--- config.mk ---
export PLATFORM = sky130hd
export DESIGN_NAME = lstm_seq_ctrl_flat
export DESIGN_NICKNAME = d
export VERILOG_FILES = /design/src/rtl/lstm_seq_ctrl_if.sv /design/src/rtl/lstm_seq_ctrl.sv /design/src/flat_wrapper.sv
export SDC_FILE = /design/constraint.sdc
export NUM_CORES = 1
export LEC_CHECK = 0
export CAP_MARGIN = 20
export CORE_MARGIN = 1.5
export CORE_UTILIZATION = 25
export CTS_CLUSTER_SIZE = 28
export DETAILED_ROUTE_END_ITERATION = 16
export HOLD_SLACK_MARGIN = 0.02
export PLACE_DENSITY_LB_ADDON = 0.05
export SLEW_MARGIN = 0
export SYNTH_ARGS = -nofsm -noshare
export SYNTH_HDL_FRONTEND = slang
export SYNTH_SLANG_ARGS = --single-unit
export TNS_END_PERCENT = 50
--- constraint.sdc ---
create_clock -name clock -period 4.9 [get_ports clock]
set_clock_uncertainty 0.05 [all_clocks]
set_input_delay 0.735 -clock clock [delete_from_list [all_inputs] [get_ports clock]]
set_output_delay 0.735 -clock clock [all_outputs]
set_load 0.02 [all_outputs]
--- src/rtl/lstm_seq_ctrl_if.sv ---
// Handshake and datapath-control bundle between the LSTM sequencer and its surroundings.
// master = sequencer side, slave = input source, LSTM layer, perceptron and result sink.
interface lstm_seq_ctrl_if #(
  parameter int BITWIDTH = 18,
  parameter int INPUT_SZ = 2,
  parameter int SEQ_LEN  = 8
);
  localparam int STEP_W = (SEQ_LEN > 1) ? $clog2(SEQ_LEN) : 1;

  logic                         in_valid;
  logic                         in_ready;
  logic [INPUT_SZ*BITWIDTH-1:0] in_data;

  logic                         net_reset;
  logic                         net_newSample;
  logic [INPUT_SZ*BITWIDTH-1:0] net_inputVec;
  logic                         net_dataReady;

  logic                         perc_reset;
  logic                         perc_dataReady;
  logic [BITWIDTH-1:0]          perc_result;

  logic                         out_valid;
  logic                         out_ready;
  logic [BITWIDTH-1:0]          out_data;
  logic [STEP_W-1:0]            out_step;
  logic                         out_last;

  logic                         err_timeout;
  logic                         err_clear;

  modport master (
    input  in_valid, in_data, net_dataReady, perc_dataReady, perc_result, out_ready, err_clear,
    output in_ready, net_reset, net_newSample, net_inputVec, perc_reset,
           out_valid, out_data, out_step, out_last, err_timeout
  );

  modport slave (
    output in_valid, in_data, net_dataReady, perc_dataReady, perc_result, out_ready, err_clear,
    input  in_ready, net_reset, net_newSample, net_inputVec, perc_reset,
           out_valid, out_data, out_step, out_last, err_timeout
  );
endinterface

--- src/rtl/lstm_seq_ctrl.sv ---
// LSTM inference sequencer: accept vector, launch layer, enable perceptron, emit one result per step.
// Accept-to-launch 1 cycle; result held in S_OUT until out_ready; watchdog aborts stalled steps.
module lstm_seq_ctrl #(
  parameter int BITWIDTH       = 18,
  parameter int INPUT_SZ       = 2,
  parameter int SEQ_LEN        = 8,
  parameter int SEQ_RST_CYCLES = 4,
  parameter int TIMEOUT        = 1023
) (
  input  logic             clock,
  input  logic             reset,
  lstm_seq_ctrl_if.master  bus
);
  localparam int STEP_W = (SEQ_LEN > 1) ? $clog2(SEQ_LEN) : 1;
  localparam int WD_W   = $clog2(TIMEOUT + 1);
  localparam int RC_W   = (SEQ_RST_CYCLES > 1) ? $clog2(SEQ_RST_CYCLES) : 1;

  localparam logic [STEP_W-1:0] LAST_STEP = STEP_W'(SEQ_LEN - 1);
  localparam logic [STEP_W-1:0] PREV_STEP = STEP_W'(SEQ_LEN - 2);
  localparam logic [RC_W-1:0]   RC_LAST   = RC_W'(SEQ_RST_CYCLES - 1);
  localparam logic [WD_W-1:0]   WD_LAST   = WD_W'(TIMEOUT - 1);

  typedef enum logic [2:0] {
    S_SEQRST, S_IDLE, S_LAUNCH, S_WAITN, S_GAP, S_WAITP, S_OUT
  } state_t;

  state_t            state;
  logic [RC_W-1:0]   rstCnt;
  logic [WD_W-1:0]   wdCnt;
  logic [STEP_W-1:0] step;
  logic              netDrQ, netDrQ2, percDrQ, percDrQ2;
  logic              netRise, percRise, wdExpired;

  // Both done strobes pass through a register before edge detection, so only fresh rises count.
  assign netRise   = netDrQ & ~netDrQ2;
  assign percRise  = percDrQ & ~percDrQ2;
  assign wdExpired = (wdCnt == WD_LAST);

  assign bus.out_step = step;

  always_ff @(posedge clock or negedge reset) begin
    if (!reset) begin
      state             <= S_SEQRST;
      rstCnt            <= '0;
      wdCnt             <= '0;
      step              <= '0;
      netDrQ            <= 1'b0;
      netDrQ2           <= 1'b0;
      percDrQ           <= 1'b0;
      percDrQ2          <= 1'b0;
      bus.net_reset     <= 1'b1;
      bus.perc_reset    <= 1'b1;
      bus.net_newSample <= 1'b0;
      bus.in_ready      <= 1'b0;
      bus.out_valid     <= 1'b0;
      bus.out_last      <= 1'b0;
      bus.err_timeout   <= 1'b0;
      bus.out_data      <= '0;
      bus.net_inputVec  <= '0;
    end else begin
      netDrQ   <= bus.net_dataReady;
      netDrQ2  <= netDrQ;
      percDrQ  <= bus.perc_dataReady;
      percDrQ2 <= percDrQ;

      // A watchdog abort below overrides this clear when both land together.
      if (bus.err_clear) bus.err_timeout <= 1'b0;

      case (state)
        S_SEQRST: begin
          if (rstCnt == RC_LAST) begin
            state         <= S_IDLE;
            bus.net_reset <= 1'b0;
            bus.in_ready  <= 1'b1;
          end else begin
            rstCnt <= rstCnt + 1'b1;
          end
        end

        S_IDLE: begin
          if (bus.in_valid) begin
            bus.net_inputVec  <= bus.in_data;
            bus.in_ready      <= 1'b0;
            bus.net_newSample <= 1'b1;
            state             <= S_LAUNCH;
          end
        end

        S_LAUNCH: begin
          bus.net_newSample <= 1'b0;
          wdCnt             <= '0;
          state             <= S_WAITN;
        end

        S_WAITN: begin
          if (netRise) begin
            state <= S_GAP;
          end else if (wdExpired) begin
            bus.err_timeout <= 1'b1;
            bus.net_reset   <= 1'b1;
            bus.perc_reset  <= 1'b1;
            bus.out_last    <= 1'b0;
            step            <= '0;
            rstCnt          <= '0;
            state           <= S_SEQRST;
          end else begin
            wdCnt <= wdCnt + 1'b1;
          end
        end

        S_GAP: begin
          bus.perc_reset <= 1'b0;
          wdCnt          <= '0;
          state          <= S_WAITP;
        end

        S_WAITP: begin
          if (percRise) begin
            bus.out_data   <= bus.perc_result;
            bus.out_valid  <= 1'b1;
            bus.perc_reset <= 1'b1;
            state          <= S_OUT;
          end else if (wdExpired) begin
            bus.err_timeout <= 1'b1;
            bus.net_reset   <= 1'b1;
            bus.perc_reset  <= 1'b1;
            bus.out_last    <= 1'b0;
            step            <= '0;
            rstCnt          <= '0;
            state           <= S_SEQRST;
          end else begin
            wdCnt <= wdCnt + 1'b1;
          end
        end

        S_OUT: begin
          if (bus.out_ready) begin
            bus.out_valid <= 1'b0;
            if (step == LAST_STEP) begin
              step          <= '0;
              bus.out_last  <= 1'b0;
              bus.net_reset <= 1'b1;
              rstCnt        <= '0;
              state         <= S_SEQRST;
            end else begin
              step         <= step + 1'b1;
              bus.out_last <= (step == PREV_STEP);
              bus.in_ready <= 1'b1;
              state        <= S_IDLE;
            end
          end
        end

        default: state <= S_SEQRST;
      endcase
    end
  end
endmodule

--- src/flat_wrapper.sv ---
// flat-port wrapper written by rule: the top's interface ports become plain ports
module lstm_seq_ctrl_flat 
#(
  parameter int BITWIDTH       = 18,
  parameter int INPUT_SZ       = 2,
  parameter int SEQ_LEN        = 8,
  parameter int SEQ_RST_CYCLES = 4,
  parameter int TIMEOUT        = 1023
)
  (clock, reset, bus_in_valid, bus_in_data, bus_net_dataReady, bus_perc_dataReady, bus_perc_result, bus_out_ready, bus_err_clear, bus_in_ready, bus_net_reset, bus_net_newSample, bus_net_inputVec, bus_perc_reset, bus_out_valid, bus_out_data, bus_out_step, bus_out_last, bus_err_timeout);
  lstm_seq_ctrl_if #(.BITWIDTH(BITWIDTH), .INPUT_SZ(INPUT_SZ), .SEQ_LEN(SEQ_LEN)) bus_i ();
  input  logic clock;
  input  logic reset;
  input wire logic [$bits(bus_i.in_valid)-1:0] bus_in_valid;
  input wire logic [$bits(bus_i.in_data)-1:0] bus_in_data;
  input wire logic [$bits(bus_i.net_dataReady)-1:0] bus_net_dataReady;
  input wire logic [$bits(bus_i.perc_dataReady)-1:0] bus_perc_dataReady;
  input wire logic [$bits(bus_i.perc_result)-1:0] bus_perc_result;
  input wire logic [$bits(bus_i.out_ready)-1:0] bus_out_ready;
  input wire logic [$bits(bus_i.err_clear)-1:0] bus_err_clear;
  output wire logic [$bits(bus_i.in_ready)-1:0] bus_in_ready;
  output wire logic [$bits(bus_i.net_reset)-1:0] bus_net_reset;
  output wire logic [$bits(bus_i.net_newSample)-1:0] bus_net_newSample;
  output wire logic [$bits(bus_i.net_inputVec)-1:0] bus_net_inputVec;
  output wire logic [$bits(bus_i.perc_reset)-1:0] bus_perc_reset;
  output wire logic [$bits(bus_i.out_valid)-1:0] bus_out_valid;
  output wire logic [$bits(bus_i.out_data)-1:0] bus_out_data;
  output wire logic [$bits(bus_i.out_step)-1:0] bus_out_step;
  output wire logic [$bits(bus_i.out_last)-1:0] bus_out_last;
  output wire logic [$bits(bus_i.err_timeout)-1:0] bus_err_timeout;
  assign bus_i.in_valid = bus_in_valid;
  assign bus_i.in_data = bus_in_data;
  assign bus_i.net_dataReady = bus_net_dataReady;
  assign bus_i.perc_dataReady = bus_perc_dataReady;
  assign bus_i.perc_result = bus_perc_result;
  assign bus_i.out_ready = bus_out_ready;
  assign bus_i.err_clear = bus_err_clear;
  assign bus_in_ready = bus_i.in_ready;
  assign bus_net_reset = bus_i.net_reset;
  assign bus_net_newSample = bus_i.net_newSample;
  assign bus_net_inputVec = bus_i.net_inputVec;
  assign bus_perc_reset = bus_i.perc_reset;
  assign bus_out_valid = bus_i.out_valid;
  assign bus_out_data = bus_i.out_data;
  assign bus_out_step = bus_i.out_step;
  assign bus_out_last = bus_i.out_last;
  assign bus_err_timeout = bus_i.err_timeout;
  lstm_seq_ctrl #(.BITWIDTH(BITWIDTH), .INPUT_SZ(INPUT_SZ), .SEQ_LEN(SEQ_LEN), .SEQ_RST_CYCLES(SEQ_RST_CYCLES), .TIMEOUT(TIMEOUT)) u_core (.clock(clock), .reset(reset), .bus(bus_i));
endmodule
; ---- Word-level counts from Yosys, hierarchy flattened
; Cells that the tools add are included.
[classes]
add_sub_neg = 3
mul = 0
n_div = 0
magnitude_cmp = 0
eq_ne = 19
n_shift = 0
mux = 57
bitwise = 4
n_reduce_logical = 20
[op_table]
columns = cell, count
row1 = two-way mux 3 bit, 11
row2 = two-way mux 10 bit, 3
row3 = one-hot mux 10 bit (3 select lines), 1
row4 = two-way mux 1 bit, 26
row5 = one-hot mux 3 bit (7 select lines), 1
row6 = == test 3 bit (second input constant), 5
row7 = two-way mux 2 bit, 6
row8 = != test 2 bit (second input constant), 6
row9 = AND reduction 6 bit, 2
row10 = nonzero test 3 bit, 4
row11 = adder 10 x 1 -> 10 bit (second input constant), 1
row12 = == test 10 bit (second input constant), 1
row13 = one-hot mux 1 bit (3 select lines), 3
row14 = one-hot mux 3 bit (3 select lines), 1
row15 = AND reduction 3 bit, 3
row16 = one-hot mux 2 bit (4 select lines), 1
row17 = AND reduction 2 bit, 4
row18 = == test 3 x 2 -> 1 bit (second input constant), 2
row19 = != test 2 x 1 -> 1 bit (second input constant), 3
row20 = one-hot mux 1 bit (2 select lines), 3
row21 = AND reduction 5 bit, 1
row22 = one-hot mux 1 bit (4 select lines), 1
row23 = AND reduction 4 bit, 1
row24 = nonzero test 2 bit, 2
row25 = 9 further kinds, 11
[word_totals]
register_bits = 83
latchBits = 0
ramBits = 0
rom_bits = 0
inputBits = 61
out_inout_bits = 64
word_cells = 120
mem_count = 0

; ---- Depth between registers and ports, before layout
; Gate-level depths: netlist of run 1.
[logic_depth]
depth_word = 4
ltp_mapped = 7
mapped_depth_nobuf = 6

; ---- Least setup slack after synthesis of run 1
; Ideal clock, no wire load.
[synth_path]
path_type = input to register
startpoint = in bus_in_valid
endpoint = reg u_core.bus.net_inputVec[10]
setup_ns = 0.125
arrival_ns = 1.666
required_ns = 4.725
setup_slack_ns = 3.059
path_stages = 4
path_buffers = 2
cell_sequence = nor4b_1 -> buf_2 -> buf_4 -> mux2_2
[synth_between]
elab_chain_len = 1
[synth_lines]
columns = item, line_no
row1 = "start, declared", flat_wrapper.sv:14  ; input wire logic [$bits(bus_i.in_valid)-1:0] bus_in_valid;
row2 = AND reduction 2 bit (no source line), --
row3 = "end signal, assigned", lstm_seq_ctrl.sv:82  ; bus.net_inputVec <= bus.in_data;
row4 = "end, declared", lstm_seq_ctrl_if.sv:34  ; output in_ready, net_reset, net_newSample, net_inputVec, perc_reset,
; No other way between the ends.
; A chain may end at the register's enable or synchronous reset.

; ---- Worst setup path after layout of run 1
[layout_path]
startpoint = reg u_core.state[2]
endpoint = reg u_core.bus.out_data[11] (netlist name)
[layout_between]
elab_chain_len = 2
[layout_lines]
columns = item, line_no
row1 = "start, declared", lstm_seq_ctrl.sv:27  ; state_t state;
row2 = "start signal, assigned", lstm_seq_ctrl.sv:43  ; state <= S_SEQRST;
row3 = "start signal, assigned", lstm_seq_ctrl.sv:72  ; state <= S_IDLE;
row4 = "start signal, assigned", lstm_seq_ctrl.sv:85  ; state <= S_LAUNCH;
row5 = == test 3 bit, lstm_seq_ctrl.sv:69  ; case (state)
row6 = AND reduction 2 bit (no source line), --
row7 = "end signal, assigned", lstm_seq_ctrl.sv:119  ; bus.out_data <= bus.perc_result;
row8 = "end, declared", lstm_seq_ctrl_if.sv:35  ; out_valid, out_data, out_step, out_last, err_timeout
; No other way between the ends.

==> flow_metrics.tcl, run 1 <==
set metrics [dict create \
    routedWlPerCell_um 15.1 \
    numCtsBuffers 9 \
    layout_commonest_cell "clkdlybuf4s50_1" \
    ys.flop_type "dfrtp_1" \
    cts_setup_buffers 0 \
    grt_util_all_layers_pct 12.4 \
    wl_met2_um 4100 \
    post-dp-hpwl_um 6280 \
    diodes 0 \
    cts_resized 0 \
    hold_violations 0 \
    placementRows 44 \
    drive_gt1_share_pct 18.7 \
    powerDensity_nw_per_um2 630 \
    grt_pass1_wl_um 15200 \
    synthCells 292 \
    firstDrtPassIters 4 \
    synthDistinctLibCells 48 \
    fin_tns_setup_ns 0 \
    outcome "completed" \
    vdd_drop_max_uv 263 \
    layout_common_cells "clkdlybuf4s50_1, dfrtp_1, mux2_2" \
    pre_cts_ws_ns 2.38 \
    end_kind "flop" \
    nets 484 \
    crit_arrival_ns 2.59 \
    gp_congestion 0.726 \
    num-fill-cells 1435 \
    start_util_pct 25.5 \
    crit_slowest_cell "dfrtp_1" \
    cts.clk_slew.worst_paths_ns 0.06 \
    grt_pass1_vias 2861 \
    ys_seq_area_share_pct 56.6 \
    antenna_left 0 \
    clk_path_buf_depth 2 \
    syn_nets 359 \
    postCtsHoldBufs 0 \
    worst-setup-path-type "flop to flop" \
    setup_violations 0 \
    wl_met3_um 909 \
    m1WireLength_um 3940 \
    period_needed_ns 2.41 \
    coreArea_um2 14400 \
    max_stage_delay_ns 0.83 \
    maxCapViolations 0 \
    rsz0062_at_grt "no" \
    die_h_um 124 \
    r2r_slack_ns 2.49 \
    wl_um 9160 \
    io_buffers 124 \
    grt.overflow.total 0 \
    clock_latency_ns 0.34 \
    critPathLaunchType "flop" \
    maxSlewViolCount 0 \
    drc 0 \
    postSynthAreaPerCell_um2 12.6 \
    vias 2755 \
    yosys_warnings 0 \
    fin_crit_sh_pct 49.2 \
    synth-async-reset-ratio_pct 100 \
    ff2ff_path_depth 4 \
    grt_max_degree 55 \
    setup_slack_ns 2.49 \
    synth_edf_count 0 \
    leakagePower_nw 2.21 \
    root_buffer "clkbuf_16" \
    path_cells "nand3b_1, nor2_2, buf_4, mux2_2" \
    clkSinkCount 83 \
    r2r_end "u_core.bus.out_data[11]$_DFFE_PN0P_" \
    tightest_slew_ns 0.753 \
    cp_max_fo 24 \
    dieArea_um2 15400 \
    area_growth_pct 45.9 \
    min_path_type "primary input to asynchronous set/reset pin" \
    drt_iter0_drc 156 \
    relSlewSlack_pct 49.8 \
    r2r_start "u_core.state[2]$_DFFE_PN0P_" \
    io_pins 125 \
    grt_antenna_before_repair 0 \
    ys_ff_latch 83 \
    htreeDepth 3 \
    cts_tree "yes" \
    synth_area_um2 3670 \
    critPathRequiredTime_ns 5.07 \
    max_freq_ghz 0.414 \
    routed.top_layer "met4" \
    viasPerCell 4.55 \
    die_w_um 124 \
]
[how the worst max path moves through the flow]
stage,endpoint,startpoint,cells past startpoint
after CTS,u_core.bus.out_data[11]$_DFFE_PN0P_,u_core.state[2]$_DFFE_PN0P_,4
after floorplan,u_core.bus.net_inputVec[10]$_DFFE_PN0P_,bus_in_valid,4
after global placement,u_core.bus.net_inputVec[12]$_DFFE_PN0P_,bus_in_valid,4
after global routing,u_core.bus.out_data[10]$_DFFE_PN0P_,u_core.state[2]$_DFFE_PN0P_,4
final,u_core.bus.out_data[11]$_DFFE_PN0P_,u_core.state[2]$_DFFE_PN0P_,4
after detailed placement,u_core.bus.net_inputVec[23]$_DFFE_PN0P_,bus_in_valid,4
[critical path: cells and delay by family, from the launching register on]
kind | cells | cell delay (ns)
DFF | 1 | 0.83
and+or+nand+nor | 2 | 0.72
muxes | 1 | 0.36
buffers and inverters | 1 | 0.33
[power breakdown]
| part | internal [mW] | switching, mW |
|---|---|---|
| Combinational | 0.824 | 0.754 |
| Sequential | 0.980 | 0.208 |
| Clock | 0.341 | 0.267 |
[cells by family (layout without fill, tap and decap cells)]
family / Yosys count / in the layout / share of synthesized area [%]
XOR/XNOR: 1 / 1 / 0.238
adder cells (fa/ha/maj): 6 / 6 / 2.04
AND/OR/NAND/NOR: 73 / 73 / 11.0
multiplexers: 62 / 62 / 18.8
AO/OA/AOI/OAI: 42 / 42 / 8.14
flip-flops: 83 / 83 / 56.6
buffers and inverters: 25 / 155 / 3.20
[flip-flops by register name (all words and copies together), names as in the netlist, 2 cells and up]
signal,count
u_core.bus.net_inputVec,36
u_core.bus.out_step,3
u_core.wdCnt,10
u_core.state,3
u_core.rstCnt,2
u_core.bus.out_data,18
[cells in the mapped netlist, types with 4 or more instances]
master	n	area share [%]
mux2_2	56	17
o21ai_0	8	1.1
buf_2	7	0.95
buf_4	4	0.82
inv_1	11	1.1
nand2_1	15	1.5
nand3b_1	5	1.0
ha_1	6	2.0
a31oi_1	4	0.68
mux2i_1	6	1.6
dfrtp_1	81	55
nor3_1	4	0.54
nand3_1	10	1.4
nor2_1	12	1.2
a21oi_1	7	0.95
nand2b_1	6	1.0
[per-stage QoR]
stage	utilization [%]	instance area [um^2]	total power, mW	hold slack [ns]	std cells
after floorplan	-	3670	2.07	0.325	292
after global placement	35.4	5100	2.79	0.352	590
after detailed placement	35.4	5100	2.80	0.349	590
after CTS	37.2	5360	3.44	0.271	606
after global routing	37.2	5360	3.61	0.292	606
final	37.2	5360	3.37	0.266	606
[metal layers]
layer	up-vias	GRT usage, %
li1	1317	-
met1	1325	15.8
met2	99	18.1
met3	14	5.13
met4	0	6.29
met5	-	0
[cell type report]
type | count | area [um^2] | area share, %
clock inverters | 3 | 15.0 | 0.280
well taps | 184 | 230 | 4.30
multi-input cells | 184 | 1490 | 27.7
repair buffers | 128 | 1270 | 23.7
inverters | 11 | 41.3 | 0.770
flip-flops and latches | 83 | 2080 | 38.8
clock buffers | 13 | 240 | 4.48
No activity file was read; power rests on OpenSTA's default activity.
==> inputs of run 2 (changes only) <==
==> constraint.sdc (replaced) <==
create_clock -name clock -period 2.13 [get_ports clock]
set_clock_uncertainty 0.05 [all_clocks]
set_input_delay 0.3195 -clock clock [delete_from_list [all_inputs] [get_ports clock]]
set_output_delay 0.3195 -clock clock [all_outputs]
set_load 0.02 [all_outputs]
==> run 2 against run 1 <==
Sequential power rose by 130%. Critical path depth up 2. Worst hold slack better by 0.092 ns. Register-to-register slack worse by 2.3 ns.
==> flow_metrics.tcl, run 2 (synthesis gave the netlist of run 1 again) <==
set metrics [dict create \
    grt_antenna_before_repair 0 \
    clk_path_buf_depth 2 \
    crit_slowest_cell "or4_1" \
    cts_tree "yes" \
    cts_resized 0 \
    whs_ns 0.358 \
    placementRows 44 \
    num-fill-cells 1441 \
    diodes 0 \
    fin_tns_setup_ns 0 \
    fin_crit_sh_pct 93.2 \
    vias 2820 \
    drive_gt1_share_pct 21.4 \
    top_register "u_core.bus.net_inputVec" \
    hold_violations 0 \
    viasPerCell 4.56 \
    critPathLaunchType "flop" \
    clock_latency_ns 0.34 \
    r2r_slack_ns 0.14 \
    path_cells "inv_1, ha_1, and4_1, and3_1, or4_1, mux2i_1" \
    die_w_um 124 \
    outcome "completed" \
    antenna_left 0 \
    largestRegisters "u_core.bus.net_inputVec (36), u_core.bus.out_data (18), u_core.wdCnt (10)" \
    nets 496 \
    end_kind "flop" \
    relSlewSlack_pct 68.2 \
    drc 0 \
    min-delay-start "bus_net_dataReady" \
    post-dp-hpwl_um 6680 \
    stdcell_count 618 \
    multi_input_area_um2 1490 \
    coreArea_um2 14400 \
    layout_commonest_cell "clkdlybuf4s50_1" \
    max_stage_delay_ns 0.55 \
    firstDrtPassIters 4 \
    dpl-instance-area_um2 5210 \
    grt.overflow.total 0 \
    rsz0062_at_grt "no" \
    vdd_drop_max_uv 771 \
    r2r_start "u_core.wdCnt[0]$_DFFE_PN0P_" \
    worst-setup-path-type "flop to flop" \
    maxSlewViolCount 0 \
    powerDensity_nw_per_um2 1460 \
    root_buffer "clkbuf_16" \
    finalInstanceArea_um2 5530 \
    setup_violations 0 \
    htreeDepth 3 \
    critPathTopFamily "simple AND/OR/NAND/NOR gates" \
    cts.clk_slew.worst_paths_ns 0.06 \
    layout_common_cells "clkdlybuf4s50_1, dfrtp_1, mux2_2" \
    cp-startpoint "u_core.wdCnt[0]$_DFFE_PN0P_" \
    grt_pass1_vias 3030 \
    cts_setup_buffers 0 \
    tightest_slew_ns 0.477 \
    max_freq_ghz 0.504 \
    cp.buffers_inverters 1 \
    period_needed_ns 1.99 \
    crit_arrival_ns 2.16 \
    drt_iter0_drc 86 \
    leakagePower_nw 2.29 \
    grt_util_all_layers_pct 12.7 \
    area_growth_pct 50.4 \
    clkSinkCount 83 \
    final_util_pct 38.3 \
    grt_max_degree 38 \
    cp_max_fo 8 \
    critPathRequiredTime_ns 2.31 \
    routedWlPerCell_um 15.2 \
    min_path_type "primary input to flop" \
    grt_pass1_wl_um 15700 \
    io_buffers 124 \
    postCtsHoldBufs 1 \
    dieArea_um2 15400 \
    dp.cells 601 \
    numCtsBuffers 9 \
    maxCapViolations 0 \
    start_util_pct 25.5 \
    wl_um 9380 \
    die_h_um 124 \
    seq_area_um2 2080 \
    gp_congestion 0.719 \
    io_pins 125 \
    largest_reg_flops 36 \
]
-- run 2: cell count changes in the layout (fill, tap and decap cells not counted), moves of 2 or more --
cell,before,now
buf_4,5,14
clkbuf_1,4,1
clkinv_2,3,1
buf_12,0,2
-- run 2: worst reg2reg max path, stage by stage, from the launching register on --
cell	delay (ns)
dfrtp_1	0.38
inv_1	0.09
ha_1	0.19
and4_1	0.20
and3_1	0.27
or4_1	0.55
mux2i_1	0.13
-- run 2: path summary, 6_finish.rpt --
kind | to | cells past startpoint
worst max register to register | u_core.wdCnt[8]$_DFFE_PN0P_ | 6
worst min-delay path | u_core.netDrQ$_DFF_PN0_ | 1
worst max-delay path | u_core.wdCnt[8]$_DFFE_PN0P_ | 6
min in group asynchronous | u_core.bus.out_data[2]$_DFFE_PN0P_ | 2
worst min register to register | u_core.percDrQ2$_DFF_PN0_ | 0
max in group asynchronous | u_core.bus.net_inputVec[1]$_DFFE_PN0P_ | 3
-- run 2: per-stage QoR --
step / worst slack [ns] / total power, mW
6_report: 0.145 / 8.05
5_1_grt: 0.0474 / 8.56
4_1_cts: 0.148 / 8.19
3_5_place_dp: 0.136 / 6.53
3_3_place_gp: 0.135 / 6.49
2_1_floorplan: 0.329 / 4.75
-- run 2: layer usage --
metal  up-vias  track usage [%]  share of wire, %
li1       1339                -                 -
met1      1381             15.9                45
met3         8             5.78               8.4
met2        92             19.2                45
met4         0             4.87               1.7
met5         -                0                 0
-- run 2: final cells by class --
cell class	count	area share, %
Inverter	11	0.747
Clock inverter	5	1.09
Tap cell	184	4.17
Clock buffer	11	4.39
Multi-Input combinational cell	184	26.9
Sequential cell	83	37.6
Timing Repair Buffer	140	25.1
-- run 2: power breakdown --
| group | leakage (nW) | total [mW] | internal, mW | switching [mW] |
|---|---|---|---|---|
| Sequential | 1.02 | 2.70 | 2.26 | 0.440 |
| Combinational | 1.13 | 3.77 | 1.97 | 1.80 |
| Clock | 0.146 | 1.59 | 0.944 | 0.642 |
